<file path="src/rtl/onehot_dec_pkg.sv">
// Shared encodings for the pipelined one-hot / thermometer / sweep decoder.
package onehot_dec_pkg;

  localparam logic [1:0] MODE_ONEHOT  = 2'b00;
  localparam logic [1:0] MODE_THERM   = 2'b01;
  localparam logic [1:0] MODE_SWEEP   = 2'b10;
  localparam logic [1:0] MODE_ILLEGAL = 2'b11;

  typedef enum logic {
    ST_IDLE = 1'b0,
    ST_EMIT = 1'b1
  } state_t;

endpackage

</file>
<file path="src/rtl/onehot_decoder_pipe_if.sv">
// Request/beat bus of the decoder; the slave modport is the decoder side.
interface onehot_decoder_pipe_if #(
  parameter int IN_W  = 4,
  parameter int CNT_W = 4
);
  localparam int OUT_W = 1 << IN_W;

  // Both sides use valid/ready: a transfer happens on a rising edge where
  // valid && ready; valid never waits on ready, and a raised valid keeps its
  // payload stable until the transfer.
  logic             in_valid;
  logic             in_ready;
  logic [IN_W-1:0]  in_code;
  logic [1:0]       in_mode;
  logic [CNT_W-1:0] in_count;
  logic             out_valid;
  logic             out_ready;
  logic [OUT_W-1:0] dec_out;
  logic             out_last;
  logic             err_mode;

  modport slave (
    input  in_valid, in_code, in_mode, in_count, out_ready,
    output in_ready, out_valid, dec_out, out_last, err_mode
  );

  modport master (
    output in_valid, in_code, in_mode, in_count, out_ready,
    input  in_ready, out_valid, dec_out, out_last, err_mode
  );

endinterface

</file>
<file path="src/rtl/onehot_vec_gen.sv">
// Combinational (code, mode) -> select vector; sweep beats decode as one-hot.
module onehot_vec_gen
  import onehot_dec_pkg::*;
#(
  parameter int IN_W = 4
) (
  input  logic [IN_W-1:0]        code,
  input  logic [1:0]             mode,
  output logic [(1<<IN_W)-1:0]   vec
);

  localparam int OUT_W = 1 << IN_W;

  always_comb begin
    vec = '0;
    case (mode)
      MODE_ONEHOT, MODE_SWEEP: vec[code] = 1'b1;
      MODE_THERM: begin
        for (int i = 0; i < OUT_W; i++) begin
          vec[i] = (IN_W'(i) <= code);
        end
      end
      default: vec = '0;
    endcase
  end

endmodule

</file>
<file path="src/rtl/onehot_decoder_pipe.sv">
// Registered decoder: one-hot, thermometer or multi-beat wrapping sweep behind valid/ready.
module onehot_decoder_pipe
  import onehot_dec_pkg::*;
#(
  parameter int IN_W  = 4,
  parameter int CNT_W = 4
) (
  input  logic                 clk,
  input  logic                 rst,
  onehot_decoder_pipe_if.slave bus,
  output state_t               dbg_state
);

  localparam int OUT_W = 1 << IN_W;

  state_t           state_q, state_d;
  logic [IN_W-1:0]  code_q, code_d;
  logic [CNT_W-1:0] count_q, count_d;
  logic [CNT_W-1:0] beat_q, beat_d;
  logic             valid_q, valid_d;
  logic [OUT_W-1:0] dec_q, dec_d;
  logic             last_q, last_d;
  logic             err_q, err_d;

  logic             in_ready;
  logic             accept;
  logic [CNT_W-1:0] beat_nxt;
  logic [IN_W-1:0]  gen_code;
  logic [1:0]       gen_mode;
  logic [OUT_W-1:0] gen_vec;

  assign in_ready = !valid_q || (bus.out_ready && last_q);
  assign accept   = bus.in_valid && in_ready;
  assign beat_nxt = beat_q + CNT_W'(1);

  // One generator serves both a fresh request and the next sweep beat; the
  // truncating add gives the wrap modulo OUT_W for free.
  assign gen_code = accept ? bus.in_code : code_q + IN_W'(beat_nxt);
  assign gen_mode = accept ? bus.in_mode : MODE_SWEEP;

  onehot_vec_gen #(.IN_W(IN_W)) u_vec_gen (
    .code (gen_code),
    .mode (gen_mode),
    .vec  (gen_vec)
  );

  always_comb begin
    state_d = state_q;
    code_d  = code_q;
    count_d = count_q;
    beat_d  = beat_q;
    valid_d = valid_q;
    dec_d   = dec_q;
    last_d  = last_q;
    err_d   = err_q;
    if (accept) begin
      state_d = ST_EMIT;
      code_d  = bus.in_code;
      count_d = bus.in_count;
      beat_d  = '0;
      valid_d = 1'b1;
      dec_d   = gen_vec;
      last_d  = (bus.in_mode != MODE_SWEEP) || (bus.in_count == '0);
      if (bus.in_mode == MODE_ILLEGAL) err_d = 1'b1;
    end else begin
      case (state_q)
        ST_EMIT: begin
          if (bus.out_ready) begin
            if (last_q) begin
              state_d = ST_IDLE;
              valid_d = 1'b0;
              dec_d   = '0;
              last_d  = 1'b0;
            end else begin
              beat_d = beat_nxt;
              dec_d  = gen_vec;
              last_d = (beat_nxt == count_q);
            end
          end
        end
        default: state_d = ST_IDLE;
      endcase
    end
  end

  always_ff @(posedge clk) begin
    if (rst) begin
      state_q <= ST_IDLE;
      code_q  <= '0;
      count_q <= '0;
      beat_q  <= '0;
      valid_q <= 1'b0;
      dec_q   <= '0;
      last_q  <= 1'b0;
      err_q   <= 1'b0;
    end else begin
      state_q <= state_d;
      code_q  <= code_d;
      count_q <= count_d;
      beat_q  <= beat_d;
      valid_q <= valid_d;
      dec_q   <= dec_d;
      last_q  <= last_d;
      err_q   <= err_d;
    end
  end

  assign bus.in_ready  = in_ready;
  assign bus.out_valid = valid_q;
  assign bus.dec_out   = dec_q;
  assign bus.out_last  = last_q;
  assign bus.err_mode  = err_q;
  assign dbg_state     = state_q;

endmodule

</file>
<file path="src/flat_wrapper.sv">
// flat-port wrapper written by rule: the top's interface ports become plain ports
module onehot_decoder_pipe_flat import onehot_dec_pkg::*;
#(
  parameter int IN_W  = 4,
  parameter int CNT_W = 4
)
  (clk, rst, dbg_state, bus_in_valid, bus_in_code, bus_in_mode, bus_in_count, bus_out_ready, bus_in_ready, bus_out_valid, bus_dec_out, bus_out_last, bus_err_mode);
  onehot_decoder_pipe_if #(.IN_W(IN_W), .CNT_W(CNT_W)) bus_i ();
  input  logic clk;
  input  logic rst;
  output state_t dbg_state;
  input wire logic [$bits(bus_i.in_valid)-1:0] bus_in_valid;
  input wire logic [$bits(bus_i.in_code)-1:0] bus_in_code;
  input wire logic [$bits(bus_i.in_mode)-1:0] bus_in_mode;
  input wire logic [$bits(bus_i.in_count)-1:0] bus_in_count;
  input wire logic [$bits(bus_i.out_ready)-1:0] bus_out_ready;
  output wire logic [$bits(bus_i.in_ready)-1:0] bus_in_ready;
  output wire logic [$bits(bus_i.out_valid)-1:0] bus_out_valid;
  output wire logic [$bits(bus_i.dec_out)-1:0] bus_dec_out;
  output wire logic [$bits(bus_i.out_last)-1:0] bus_out_last;
  output wire logic [$bits(bus_i.err_mode)-1:0] bus_err_mode;
  assign bus_i.in_valid = bus_in_valid;
  assign bus_i.in_code = bus_in_code;
  assign bus_i.in_mode = bus_in_mode;
  assign bus_i.in_count = bus_in_count;
  assign bus_i.out_ready = bus_out_ready;
  assign bus_in_ready = bus_i.in_ready;
  assign bus_out_valid = bus_i.out_valid;
  assign bus_dec_out = bus_i.dec_out;
  assign bus_out_last = bus_i.out_last;
  assign bus_err_mode = bus_i.err_mode;
  onehot_decoder_pipe #(.IN_W(IN_W), .CNT_W(CNT_W)) u_core (.clk(clk), .rst(rst), .bus(bus_i), .dbg_state(dbg_state));
endmodule
</file>
<file path="config.mk">
export PLATFORM = sky130hd
export DESIGN_NAME = onehot_decoder_pipe_flat
export DESIGN_NICKNAME = d
export VERILOG_FILES = /design/src/rtl/onehot_dec_pkg.sv /design/src/rtl/onehot_decoder_pipe_if.sv /design/src/rtl/onehot_vec_gen.sv /design/src/rtl/onehot_decoder_pipe.sv /design/src/flat_wrapper.sv
export SDC_FILE = /design/constraint.sdc
export NUM_CORES = 1
export LEC_CHECK = 0
export CAP_MARGIN = 20
export CORE_ASPECT_RATIO = 1.2
export CORE_MARGIN = 2
export CORE_UTILIZATION = 55
export CTS_CLUSTER_SIZE = 28
export DETAILED_ROUTE_END_ITERATION = 12
export PLACE_DENSITY = 0.85
export SYNTH_ARGS = -nofsm -noshare
export SYNTH_HDL_FRONTEND = slang
export SYNTH_HIERARCHICAL = 1
export SYNTH_SLANG_ARGS = --single-unit
</file>
<file path="constraint.sdc">
create_clock -name clk -period 6.9 [get_ports clk]
set_input_delay 0.69 -clock clk [delete_from_list [all_inputs] [get_ports clk]]
set_output_delay 0.69 -clock clk [all_outputs]
set_load 0.05 [all_outputs]
</file>
# After elaboration in Yosys (flattened, before gate mapping)
# Index checks and enable logic that the tools add are counted.
totals:
  register_bits: 32
  in_bits: 14
  out_inout_bits: 21
  elab_cells: 72
op_classes:
  add_sub_neg: 2
  n_lt_le_gt_ge: 18
  eq_ne: 5
  mux: 21
  bitwise_logic: 1
  reduce_logical: 17
op_table:
  columns: ["op", "count"]
  rows:
  - ["$mux 16", 4]
  - ["$le 4x4->1 const A", 8]
  - ["$pmux 16 s2", 1]
  - ["$le 3x4->1 const A", 4]
  - ["$mux 1", 13]
  - ["$le 1x4->1 const A", 2]
  - ["$le 2x4->1 const A", 2]
  - ["$reduce_and 3->1", 2]
  - ["$reduce_bool 2->1", 3]
  - ["$lt 4x5->1 const B", 1]
  - ["$add 4x1->4 const B", 1]
  - ["$add 4x4->4", 1]
  - ["$demux 1 s4", 1]
  - ["$eq 2x2->1 const B", 2]
  - ["$eq 4x4->1", 1]
  - ["$ge 4x1->1 const B", 1]
  - ["$logic_not 4->1", 1]
  - ["$mux 4", 1]
  - ["$reduce_and 2->1", 2]
  - ["$reduce_or 2->1", 2]
  - ["$logic_and 1x1->1", 3]
  - ["$eq 2x1->1 const B", 1]
  - ["$logic_not 2->1", 1]
  - ["$logic_or 1x1->1", 2]
  - ["other kinds (4)", 4]

# Longest topological paths before layout
# Gate-level depths: netlist of the first run.
depth:
  depth_word: 13
  ltp_mapped: 12
  ltp_nobuf: 11

# Cells and area by module
# The synthesis of the first run kept the hierarchy.
by_module_without_submodules:
  columns: ["module", "n_inst", "cells_per_inst", "area_each_um2", "seq_area_each_um2"]
  rows:
  - ["onehot_decoder_pipe", 1, 155, 1432.6, 640.6]
  - ["onehot_vec_gen", 1, 51, 306.5, 0.0]

# Least setup slack after synthesis of the first run
# No wires, ideal clock.
synth_path:
  kind: "register to register"
  start: "register u_core.beat_q[0]"
  end: "register u_core.dec_q[7], in the netlist u_core/bus.dec_out[7]"
  setup_ns: 0.128
  arrival_ns: 2.427
  required_ns: 6.772
  slack_ns: 4.345
  path_stages_with_launch: 12
  path_buffers: 1
  synth_period_minus_slack_ns: 2.555
  cell_sequence: "dfxtp_1 -> ha_1 -> ha_1 -> a21o_1 -> a21oi_1 -> xnor2_1 -> o21ai_0 -> clkbuf_1 -> o21ai_0 -> and2_1 -> a22oi_1 -> nor2_1"
synth_via:
  elab_chain_cells: 12
  elab_cells_between_ends: 14
  cone_classes: "add/sub (2); order compare (3); mux (8); reduce/logical (1)"
synth_lines:
  columns: ["element", "line_no", "source"]
  rows:
  - ["from (decl)", "onehot_decoder_pipe.sv:19", "logic [CNT_W-1:0] beat_q, beat_d;"]
  - ["from (signal assigned)", "onehot_decoder_pipe.sv:100", "beat_q <= beat_d;"]
  - ["$add 4x1->4 *", "onehot_decoder_pipe.sv:34", "assign beat_nxt = beat_q + CNT_W'(1);"]
  - ["via u_core.beat_nxt[1]", "onehot_decoder_pipe.sv:27", "logic [CNT_W-1:0] beat_nxt;"]
  - ["$add 4x4->4 *", "onehot_decoder_pipe.sv:38", "assign gen_code = accept ? bus.in_code : code_q + IN_W'(beat_nxt);"]
  - ["$mux 4 *", "onehot_decoder_pipe.sv:38", null]
  - ["via u_core.gen_code[3]", "onehot_decoder_pipe.sv:28", "logic [IN_W-1:0] gen_code;"]
  - ["$lt 4x5->1 (not written as such) or $ge 4x1->1 (tied branches)", "onehot_vec_gen.sv:17", "MODE_ONEHOT, MODE_SWEEP: vec[code] = 1'b1;"]
  - ["$logic_and 1x1->1 (not written as such)", "onehot_vec_gen.sv:17", null]
  - ["$mux 1 (not written as such)", "onehot_vec_gen.sv:17", null]
  - ["$demux 1 s4", "onehot_vec_gen.sv:17", null]
  - ["$pmux 16 s2 *", "onehot_vec_gen.sv:16", "case (mode)"]
  - ["via u_core.gen_vec[7]", "onehot_decoder_pipe.sv:30", "logic [OUT_W-1:0] gen_vec;"]
  - ["$mux 16", "onehot_decoder_pipe.sv:69", "if (last_q) begin"]
  - ["$mux 16", "onehot_decoder_pipe.sv:68", "if (bus.out_ready) begin"]
  - ["$mux 16", "onehot_decoder_pipe.sv:66", "case (state_q)"]
  - ["$mux 16 *", "onehot_decoder_pipe.sv:56", "if (accept) begin"]
  - ["to (signal assigned)", "onehot_decoder_pipe.sv:93", "dec_q <= '0;"]
  - ["to (signal assigned)", "onehot_decoder_pipe.sv:102", "dec_q <= dec_d;"]
  - ["to (decl)", "onehot_decoder_pipe.sv:21", "logic [OUT_W-1:0] dec_q, dec_d;"]
# The timed path passes the listed nets; every way through them passes the cells marked *. The select of a mux whose other input is x is not followed.
# A chain may end at the register's enable or synchronous reset.

# Worst setup path in the final report of the first run
layout_path:
  start: "input port bus_out_ready"
  end: "register u_core.dec_q[1], in the netlist u_core/bus.dec_out[1]"
layout_via:
  elab_chain_cells: 13
  elab_cells_between_ends: 23
  cone_classes: "order compare (3); eq/ne (2); mux (9); reduce/logical (9)"
layout_lines:
  columns: ["element", "line_no", "source"]
  rows:
  - ["from (decl)", "flat_wrapper.sv:16", "input wire logic [$bits(bus_i.out_ready)-1:0] bus_out_ready;"]
  - ["$logic_and 1x1->1 *", "onehot_decoder_pipe.sv:32", "assign in_ready = !valid_q || (bus.out_ready && last_q);"]
  - ["$logic_or 1x1->1 *", "onehot_decoder_pipe.sv:32", null]
  - ["$logic_and 1x1->1 *", "onehot_decoder_pipe.sv:33", "assign accept = bus.in_valid && in_ready;"]
  - ["$mux 4 *", "onehot_decoder_pipe.sv:38", null]
  - ["via u_core.gen_code[2]", "onehot_decoder_pipe.sv:28", null]
  - ["$lt 4x5->1 (not written as such) or $ge 4x1->1 (tied branches)", "onehot_vec_gen.sv:17", null]
  - ["$logic_and 1x1->1 (not written as such)", "onehot_vec_gen.sv:17", null]
  - ["$mux 1 (not written as such)", "onehot_vec_gen.sv:17", null]
  - ["$demux 1 s4", "onehot_vec_gen.sv:17", null]
  - ["$pmux 16 s2 *", "onehot_vec_gen.sv:16", null]
  - ["via u_core.gen_vec[1]", "onehot_decoder_pipe.sv:30", null]
  - ["$mux 16", "onehot_decoder_pipe.sv:69", null]
  - ["$mux 16", "onehot_decoder_pipe.sv:68", null]
  - ["$mux 16", "onehot_decoder_pipe.sv:66", null]
  - ["$mux 16 *", "onehot_decoder_pipe.sv:56", null]
# Marks and branches as above.

==> flow_summary.yaml, run 1 <==
run_status:
  status: "finished, final reports clean"
die:
  die_area_mm2: 0.00363
  num_rows: 22
  core_area_mm2: 0.00303
  io_pins: 35
  die_y_um: 65.6
  die_x_um: 55.3
  initial_core_util: 0.574
logic_synthesis:
  syn-num-nets: 225
  synth_area_mm2: 0.00174
  avgSynthCellArea_um2: 8.44
  yosysUniqueCellTypes: 44
  seq_area_frac_synth: 0.368
  ys_ff_latch: 32
  synthFlopType: "dfxtp_1"
  yosys_warnings: 6
  synthSimpleGateAreaFrac: 0.233
  synth_fa_ha_area_frac: 0.0403
  synth_top_family_by_area: "simple AND/OR/NAND/NOR gates"
  synthMuxAreaShare: 0.00576
  synth_compound_area_frac: 0.229
  synth-xor-area-share: 0.0712
  synth_edf_count: 0
  synthCells: 206
  synthArstFlopShare: 0
routing:
  detail_route.iter0.violations: 69
  firstDrtPassIters: 4
  antenna_left: 0
  wl_mm: 3.98
  wl_per_cell_um: 14.6
  drc: 0
  viasPerCell: 5.93
  vias: 1619
critical_path:
  critical_path.cell_chain: "clkdlybuf4s50_1, nand2_1, a21oi_2, o21ai_0, buf_2, or3_4, o221a_1, a22oi_1, nor2_1"
  cp_max_fo: 16
  crit_type: "primary input to flip-flop"
  start_kind: "primary input"
  reg2reg_from: "u_core/beat_q[0]$_SDFFE_PP0P_"
  critPathArrivalTime_ns: 3.55
  critPathLaunch: "bus_out_ready"
  slowest_delay_ns: 0.60
  crit_path_top_delay_cell: "clkdlybuf4s50_1"
  cp-end-kind: "flip-flop"
  cp_data_required_time_ns: 7.14
min_path:
  hp-class: "flip-flop to flip-flop"
  hp-start: "u_core/bus.err_mode$_SDFFE_PP0P_"
placed_design:
  dpl.hpwl_mm: 2.71
  io_buffers: 34
  gp_congestion: 0.802
  place_area_mm2: 0.00206
clock_network:
  numCtsBuffers: 5
  clk_pin_slew_ns: 0.10
  cts_max_path_buffers: 2
  cts_root_buffer: "clkbuf_4"
  clk-insertion-delay-late_ns: 0.34
  cts_tree: "yes"
  h-tree-depth: 2
  cts_setup_buffers: 0
  cts.sinks: 32
  holdBufCountCts: 0
  cts.repair.resized: 0
timing:
  fmax_mhz: 302
  skew_ns: 0.00521
  layout_min_cycle_time_ns: 3.31
  rsz0062_at_grt: "false"
  worst-slew-pin-transition_ns: 0.771
  finalMaxSlewViolations: 0
  hold_slack_ns: 0.475
  tns_ns: 0
  setup_viol: 0
  finalCritPeriodShare: 0.480
  slew-limit-headroom: 0.480
  hold_viol: 0
layout:
  final_common_cell: "clkdlybuf4s50_1"
  drive_gt1_frac: 0.0844
  regArea_um2: 641
  multi_input_area_mm2: 0.00101
  finalInstanceArea_mm2: 0.00215
  layout_common_cells: "34 x clkdlybuf4s50_1, 32 x dfxtp_1, 30 x nand2_1, 25 x nor2_1, 16 x a22oi_1"
  fin_util: 0.712
  areaGrowthSynthToFinish_pct: 23.9
  nFillCells: 252
  fin_nets: 256
  n_antenna_cell: 0
grt:
  grt.overflow.total: 0
  grt_max_degree: 33
  grt_pass1_wl_mm: 6.61
  grtUsageTotal: 0.235
  antenna_found_initial: 0
  grt_pass1_vias: 1414
power_and_ir_drop:
  p_leak_nw: 0.845
  irDropWorstVdd_uv: 161
  p_total_uw: 433
  powerDensity_mw_per_mm2: 201
flow_run:
  drv_cap: 0
-- layout make-up --
type	count	share of cell area
Clock buffer	7	0.0302
Inverter	4	0.00697
Multi-Input combinational cell	157	0.468
Sequential cell	32	0.297
Tap cell	36	0.0209
Timing Repair Buffer	37	0.177
-- stage by stage --
step	setup WS, ns	std cells
after CTS	3.59	272
after floorplan	4.35	206
after global routing	3.38	273
final	3.59	273
after global placement	3.23	264
after detailed placement	3.22	265
-- path summary, 6_finish.rpt --
path / end / slack, ns / depth (start not counted)
max: u_core/bus.dec_out[1]$_SDFFE_PP0P_ / 3.59 / 9
min: u_core/bus.err_mode$_SDFFE_PP0P_ / 0.47 / 2
max reg2reg: u_core/bus.dec_out[8]$_SDFFE_PP0P_ / 3.88 / 11
min reg2reg: u_core/bus.err_mode$_SDFFE_PP0P_ / 0.47 / 2
-- synth_stat cells (2+ instances only) --
| library cell | n | area (um2) |
|---|---|---|
| o21ai_0 | 7 | 35.0 |
| a21bo_4 | 2 | 32.5 |
| clkbuf_1 | 4 | 15.0 |
| or4_1 | 2 | 15.0 |
| nand2b_1 | 5 | 31.3 |
| nor2b_1 | 2 | 12.5 |
| nand2_1 | 30 | 113 |
| inv_1 | 4 | 15.0 |
| a21o_1 | 2 | 15.0 |
| and2_1 | 3 | 18.8 |
| o32ai_1 | 2 | 17.5 |
| and3_1 | 2 | 12.5 |
| xnor3_1 | 2 | 45.0 |
| a22oi_1 | 16 | 120 |
| xnor2_1 | 7 | 61.3 |
| a21oi_1 | 14 | 70.1 |
| buf_2 | 6 | 30.0 |
| nand3_1 | 5 | 25.0 |
| buf_6 | 2 | 22.5 |
| nor3_1 | 6 | 30.0 |
| nor2_1 | 25 | 93.8 |
| xor2_1 | 2 | 17.5 |
| dfxtp_1 | 32 | 641 |
| ha_1 | 4 | 50.1 |
-- registers in the layout, summed over array words and instances (netlist names) --
register / count
u_core/dbg_state: 1
u_core/bus.dec_out: 16
u_core/count_q: 4
u_core/bus.out_last: 1
u_core/beat_q: 4
u_core/code_q: 4
u_core/bus.err_mode: 1
u_core/bus.out_valid: 1
-- kinds of logic after synthesis --
group | count (synthesis)
simple gates | 86
compound gates | 54
flops | 32
buf+inv | 17
xor+xnor | 11
fa+ha+maj | 5
mux | 1
-- report_power, final --
group	switching, mW	total, mW	internal, mW
sequential	0.00674	0.199	0.192
combinational	0.0669	0.112	0.0447
clock	0.0648	0.123	0.0577
-- metal layers --
layer  global-route usage  part of all wire
met5                    0                 0
met4                0.104             0.020
met3               0.0610             0.062
met2                0.397              0.49
met1                0.280              0.42
-- critical path: cells and delay by family --
family                 cells  cell delay, ns
AND/OR/NAND/NOR            3            0.56
AO/OA/AOI/OAI              4            1.40
buffers and inverters      2            0.89
(Power assumes the default switching activity.)
==> run 2: changes to the inputs <==
- CORE_UTILIZATION: 55 -> 51
- PLACE_DENSITY: 0.85 -> 0.79
- clock period: 6.9 -> 3.28 ns (I/O delays scaled with it)
==> run 2 against run 1 <==
Net effect: sequential power up 110%; global-route usage fell by 1.2 points; total power rose by 140%; sequential share of layout area down 0.76 points; core utilization fell by 4.4 points; count of clock-buffer cells in the layout is 1 lower; critical path depth is 2 higher; combinational power increased by 110%; critical path type is now flip-flop to flip-flop; critical endpoint is now u_core/bus.dec_out[13]$_SDFFE_PP0P_; largest power group unchanged.
==> flow_summary.yaml, run 2 (synthesis results as in run 1) <==
power_and_ir_drop:
  irDropWorstVdd_uv: 398
  powerDensity_mw_per_mm2: 466
  p_leak_nw: 0.876
  p_total_mw: 1.03
critical_path:
  start_kind: "flip-flop"
  cp_max_fo: 7
  reg2reg_to: "u_core/bus.dec_out[13]$_SDFFE_PP0P_"
  r2r_cells: 11
  reg2reg_from: "u_core/beat_q[1]$_SDFFE_PP0P_"
  crit_type: "flip-flop to flip-flop"
  cp-end-kind: "flip-flop"
  critPathLaunch: "u_core/beat_q[1]$_SDFFE_PP0P_"
  cp_data_required_time_ns: 3.50
  critPathArrivalTime_ns: 3.04
  r2r_slack_ns: 0.46
clock_network:
  cts.repair.resized: 0
  cts_max_path_buffers: 2
  cts_setup_buffers: 0
  clk_pin_slew_ns: 0.06
  cts_tree: "yes"
  cts.sinks: 32
  cts_root_buffer: "clkbuf_8"
  h-tree-depth: 2
  holdBufCountCts: 0
  numCtsBuffers: 5
  clk-insertion-delay-late_ns: 0.29
placed_design:
  io_buffers: 34
  gp_congestion: 0.814
  dpl.hpwl_mm: 2.87
layout:
  fin_nets: 260
  areaGrowthSynthToFinish_pct: 27.1
  n_antenna_cell: 0
  layout_common_cells: "34 x clkdlybuf4s50_1, 32 x dfxtp_1, 30 x nand2_1, 25 x nor2_1, 16 x a22oi_1"
  drive_gt1_frac: 0.0992
  final_common_cell: "clkdlybuf4s50_1"
  largest_reg_flops: 16
routing:
  detail_route.iter0.violations: 89
  viasPerCell: 5.83
  wl_mm: 3.99
  firstDrtPassIters: 4
  drc: 0
  antenna_left: 0
  wl_per_cell_um: 14.3
  vias: 1627
die:
  io_pins: 35
  initial_core_util: 0.526
  die_area_mm2: 0.00390
  die_y_um: 68.0
  num_rows: 23
  core_area_mm2: 0.00331
  die_x_um: 57.3
grt:
  grt_max_degree: 33
  grtUsageMet2: 0.382
  met3_usage: 0.0548
  grt_pass1_wl_mm: 6.45
  grt_pass1_vias: 1457
  grt.overflow.total: 0
  antenna_found_initial: 0
  use_met1: 0.242
  grtUsageTotal: 0.223
  top_usage_layer: "met2"
timing:
  slew-limit-headroom: 0.466
  setup_viol: 0
  skew_ns: 0.00530
  worst-slew-pin-transition_ns: 0.800
  fmax_mhz: 355
  hold_viol: 0
  finalMaxSlewViolations: 0
  tns_ns: 0
  rsz0062_at_grt: "false"
  hold_slack_ns: 0.470
  layout_min_cycle_time_ns: 2.82
  finalCritPeriodShare: 0.859
flow_run:
  drv_cap: 0
min_path:
  worstHoldPathCells: 2
  hp-class: "flip-flop to flip-flop"
  hold_path_end: "u_core/code_q[0]$_SDFFE_PP0P_"
  hp-start: "u_core/code_q[0]$_SDFFE_PP0P_"
run_status:
  status: "finished, final reports clean"
## run 2: cell types whose count changed in the layout (fill, tap and decap cells not counted), sizes merged
cell	before	now
buf	3	7
clkinv	0	1
clkbuf	7	6
bufinv	0	1
## run 2: how the worst max path moves through the flow
stage / end / depth (start not counted) / slack, ns
after floorplan: u_core/bus.dec_out[7]$_SDFFE_PP0P_ / 11 / 0.73
final: u_core/bus.dec_out[13]$_SDFFE_PP0P_ / 11 / 0.46
after global routing: u_core/bus.dec_out[13]$_SDFFE_PP0P_ / 11 / 0.19
after global placement: u_core/bus.dec_out[6]$_SDFFE_PP0P_ / 11 / 0.49
after CTS: u_core/bus.dec_out[13]$_SDFFE_PP0P_ / 11 / 0.49
after detailed placement: u_core/bus.dec_out[2]$_SDFFE_PP0P_ / 10 / 0.48
## run 2: worst max-delay path: stages (launching register included)
cell and delay (ns):
dfxtp_1 0.38, ha_1 0.20, xor2_1 0.23, ha_1 0.30, a21oi_1 0.17, xnor2_1 0.08, o21ai_0 0.47, buf_4 0.24
nand2_1 0.10, nor4bb_1 0.33, a22oi_1 0.14, nor2_1 0.12
## run 2: layout make-up
cell class	instances	area [um2]
tap	37	46.3
clock buffer	6	72.6
sequential	32	641
multi-input combinational	157	1010
clock inverter	2	35.0
fill	298	1100
timing repair buffer	41	393
inverter	4	15.0
## run 2: stage by stage
step,cells,utilization,worst slack (ns),cell area [um2]
after floorplan,206,-,0.725,1740
after global placement,271,0.636,0.488,2100
after detailed placement,271,0.636,0.478,2100
after CTS,279,0.668,0.488,2210
after global routing,279,0.668,0.193,2210
final,279,0.668,0.463,2210
## run 2: where the power goes
| part | leakage [nW] | internal (mW) | switching (mW) |
|---|---|---|---|
| logic | 0.560 | 0.0960 | 0.143 |
| registers | 0.260 | 0.405 | 0.0138 |
| clock network | 0.0552 | 0.225 | 0.147 |
## run 2: metal layers
metal / vias to the layer above / wire length [um]
met1: 752 / 1660
met5: - / 0
met3: 13 / 223
met4: 0 / 116
met2: 67 / 1990
li1: 795 / -
==> run 3: changes to the inputs <==
- RECOVER_POWER: default -> 25
==> run 3 against run 2 <==
Net effect: setup slack worse by 0.010 ns; design area decreased by 0.23%; worst hold slack better by 0.00075 ns; fmax down 0.36%; core utilization shrank 0.15 points; clock power barely moved; first-iteration DRC count is 17% lower; wire length shrank 0.88%; combinational power hardly changed; clock skew about the same; die area did not move; critical path type unchanged; largest cell class unchanged; largest power group unchanged.
==> flow_summary.yaml, run 3 (synthesis results as in run 1) <==
run_status:
  status: "finished, final reports clean"
clock_network:
  cts_root_buffer: "clkbuf_8"
  clk-insertion-delay-late_ns: 0.29
  cts_tree: "yes"
  h-tree-depth: 2
  cts.repair.resized: 0
  cts_max_path_buffers: 2
  clk_pin_slew_ns: 0.06
  cts_setup_buffers: 0
  holdBufCountCts: 0
  numCtsBuffers: 5
  cts.sinks: 32
flow_run:
  drv_cap: 0
timing:
  hold_slack_ns: 0.471
  fmax_mhz: 354
  worst-slew-pin-transition_ns: 0.781
  slew-limit-headroom: 0.479
  tns_ns: 0
  hold_viol: 0
  layout_min_cycle_time_ns: 2.83
  finalCritPeriodShare: 0.862
  setup_viol: 0
  finalMaxSlewViolations: 0
  skew_ns: 0.00515
  rsz0062_at_grt: "false"
critical_path:
  critPathLaunch: "u_core/beat_q[1]$_SDFFE_PP0P_"
  critPathArrivalTime_ns: 3.05
  slowest_delay_ns: 0.47
  reg2reg_to: "u_core/bus.dec_out[13]$_SDFFE_PP0P_"
  start_kind: "flip-flop"
  cp-end-kind: "flip-flop"
  r2r_slack_ns: 0.45
  reg2reg_from: "u_core/beat_q[1]$_SDFFE_PP0P_"
  path_buf_inv: 1
  r2r_cells: 11
  crit_path_top_delay_cell: "o21ai_0"
  cp_max_fo: 7
  crit_top_cell: "ha_1"
  critical_path.cell_chain: "ha_1, xor2_1, ha_1, a21oi_1, xnor2_1, o21ai_0, buf_4, nand2_1, nor4bb_1, a22oi_1, nor2_1"
  cp_data_required_time_ns: 3.50
  crit_type: "flip-flop to flip-flop"
  crit_family: "compound AO/OA/AOI/OAI gates"
routing:
  detail_route.iter0.violations: 74
  drc: 0
  viasPerCell: 5.77
  vias: 1610
  firstDrtPassIters: 4
  wl_per_cell_um: 14.2
  wl_mm: 3.96
  antenna_left: 0
die:
  die_area_mm2: 0.00390
  io_pins: 35
  die_x_um: 57.3
  initial_core_util: 0.526
  die_y_um: 68.0
  core_area_mm2: 0.00331
  num_rows: 23
grt:
  antenna_found_initial: 0
  grtUsageTotal: 0.223
  grt.overflow.total: 0
  grt_max_degree: 33
  grt_pass1_vias: 1457
  grt_pass1_wl_mm: 6.45
placed_design:
  io_buffers: 34
  dpl.hpwl_mm: 2.87
  place_area_mm2: 0.00210
  gp_congestion: 0.814
layout:
  layout_common_cells: "33 x clkdlybuf4s50_1, 32 x dfxtp_1, 30 x nand2_1, 25 x nor2_1, 16 x a22oi_1"
  final_common_cell: "clkdlybuf4s50_1"
  finalInstanceArea_mm2: 0.00221
  fin_util: 0.667
  n_antenna_cell: 0
  drive_gt1_frac: 0.0909
  fin_nets: 260
  areaGrowthSynthToFinish_pct: 26.8
  largest_reg_flops: 16
min_path:
  worstHoldPathCells: 2
  hp-class: "flip-flop to flip-flop"
  hold_path_end: "u_core/code_q[0]$_SDFFE_PP0P_"
  hp-start: "u_core/code_q[0]$_SDFFE_PP0P_"
power_and_ir_drop:
  p_total_mw: 1.03
  irDropWorstVdd_uv: 397
  p_leak_nw: 0.876
  powerDensity_mw_per_mm2: 466
## run 3: how the worst max path moves through the flow
stage | endpoint | cells past startpoint
after floorplan | u_core/bus.dec_out[7]$_SDFFE_PP0P_ | 11
after global placement | u_core/bus.dec_out[6]$_SDFFE_PP0P_ | 11
after detailed placement | u_core/bus.dec_out[2]$_SDFFE_PP0P_ | 10
after CTS | u_core/bus.dec_out[13]$_SDFFE_PP0P_ | 11
after global routing | u_core/bus.dec_out[13]$_SDFFE_PP0P_ | 11
final | u_core/bus.dec_out[13]$_SDFFE_PP0P_ | 11
## run 3: layout make-up
cell class | instances | area (um2)
sequential | 32 | 641
inverter | 4 | 15.0
fill | 301 | 1100
multi-input combinational | 157 | 1000
timing repair buffer | 41 | 393
clock buffer | 6 | 72.6
tap | 37 | 46.3
clock inverter | 2 | 35.0
## run 3: stage by stage
step	instances	worst slack, ns
floorplan	206	0.725
global placement	271	0.488
detailed placement	271	0.478
CTS	279	0.488
global route	279	0.193
finish	279	0.453
## run 3: worst min-delay path: stages, from the launching register on
cell	delay, ns
dfxtp_1	0.32
nand2_1	0.05
a21oi_1	0.05
## run 3: layer usage
layer	wire, um	up-vias	part of all wire	global-route usage
met2	2010	49	0.51	0.382
li1	-	800	-	-
met5	0	-	0	0
met1	1660	748	0.42	0.242
met3	175	13	0.044	0.0548
met4	117	0	0.030	0.154
## run 3: power by group
group          switching, mW  total, mW  internal [mW]  leakage (nW)
clock                  0.147      0.372          0.225        0.0552
sequential            0.0137      0.419          0.405         0.260
combinational          0.142      0.237         0.0953         0.561
total                  0.303       1.03          0.725         0.876
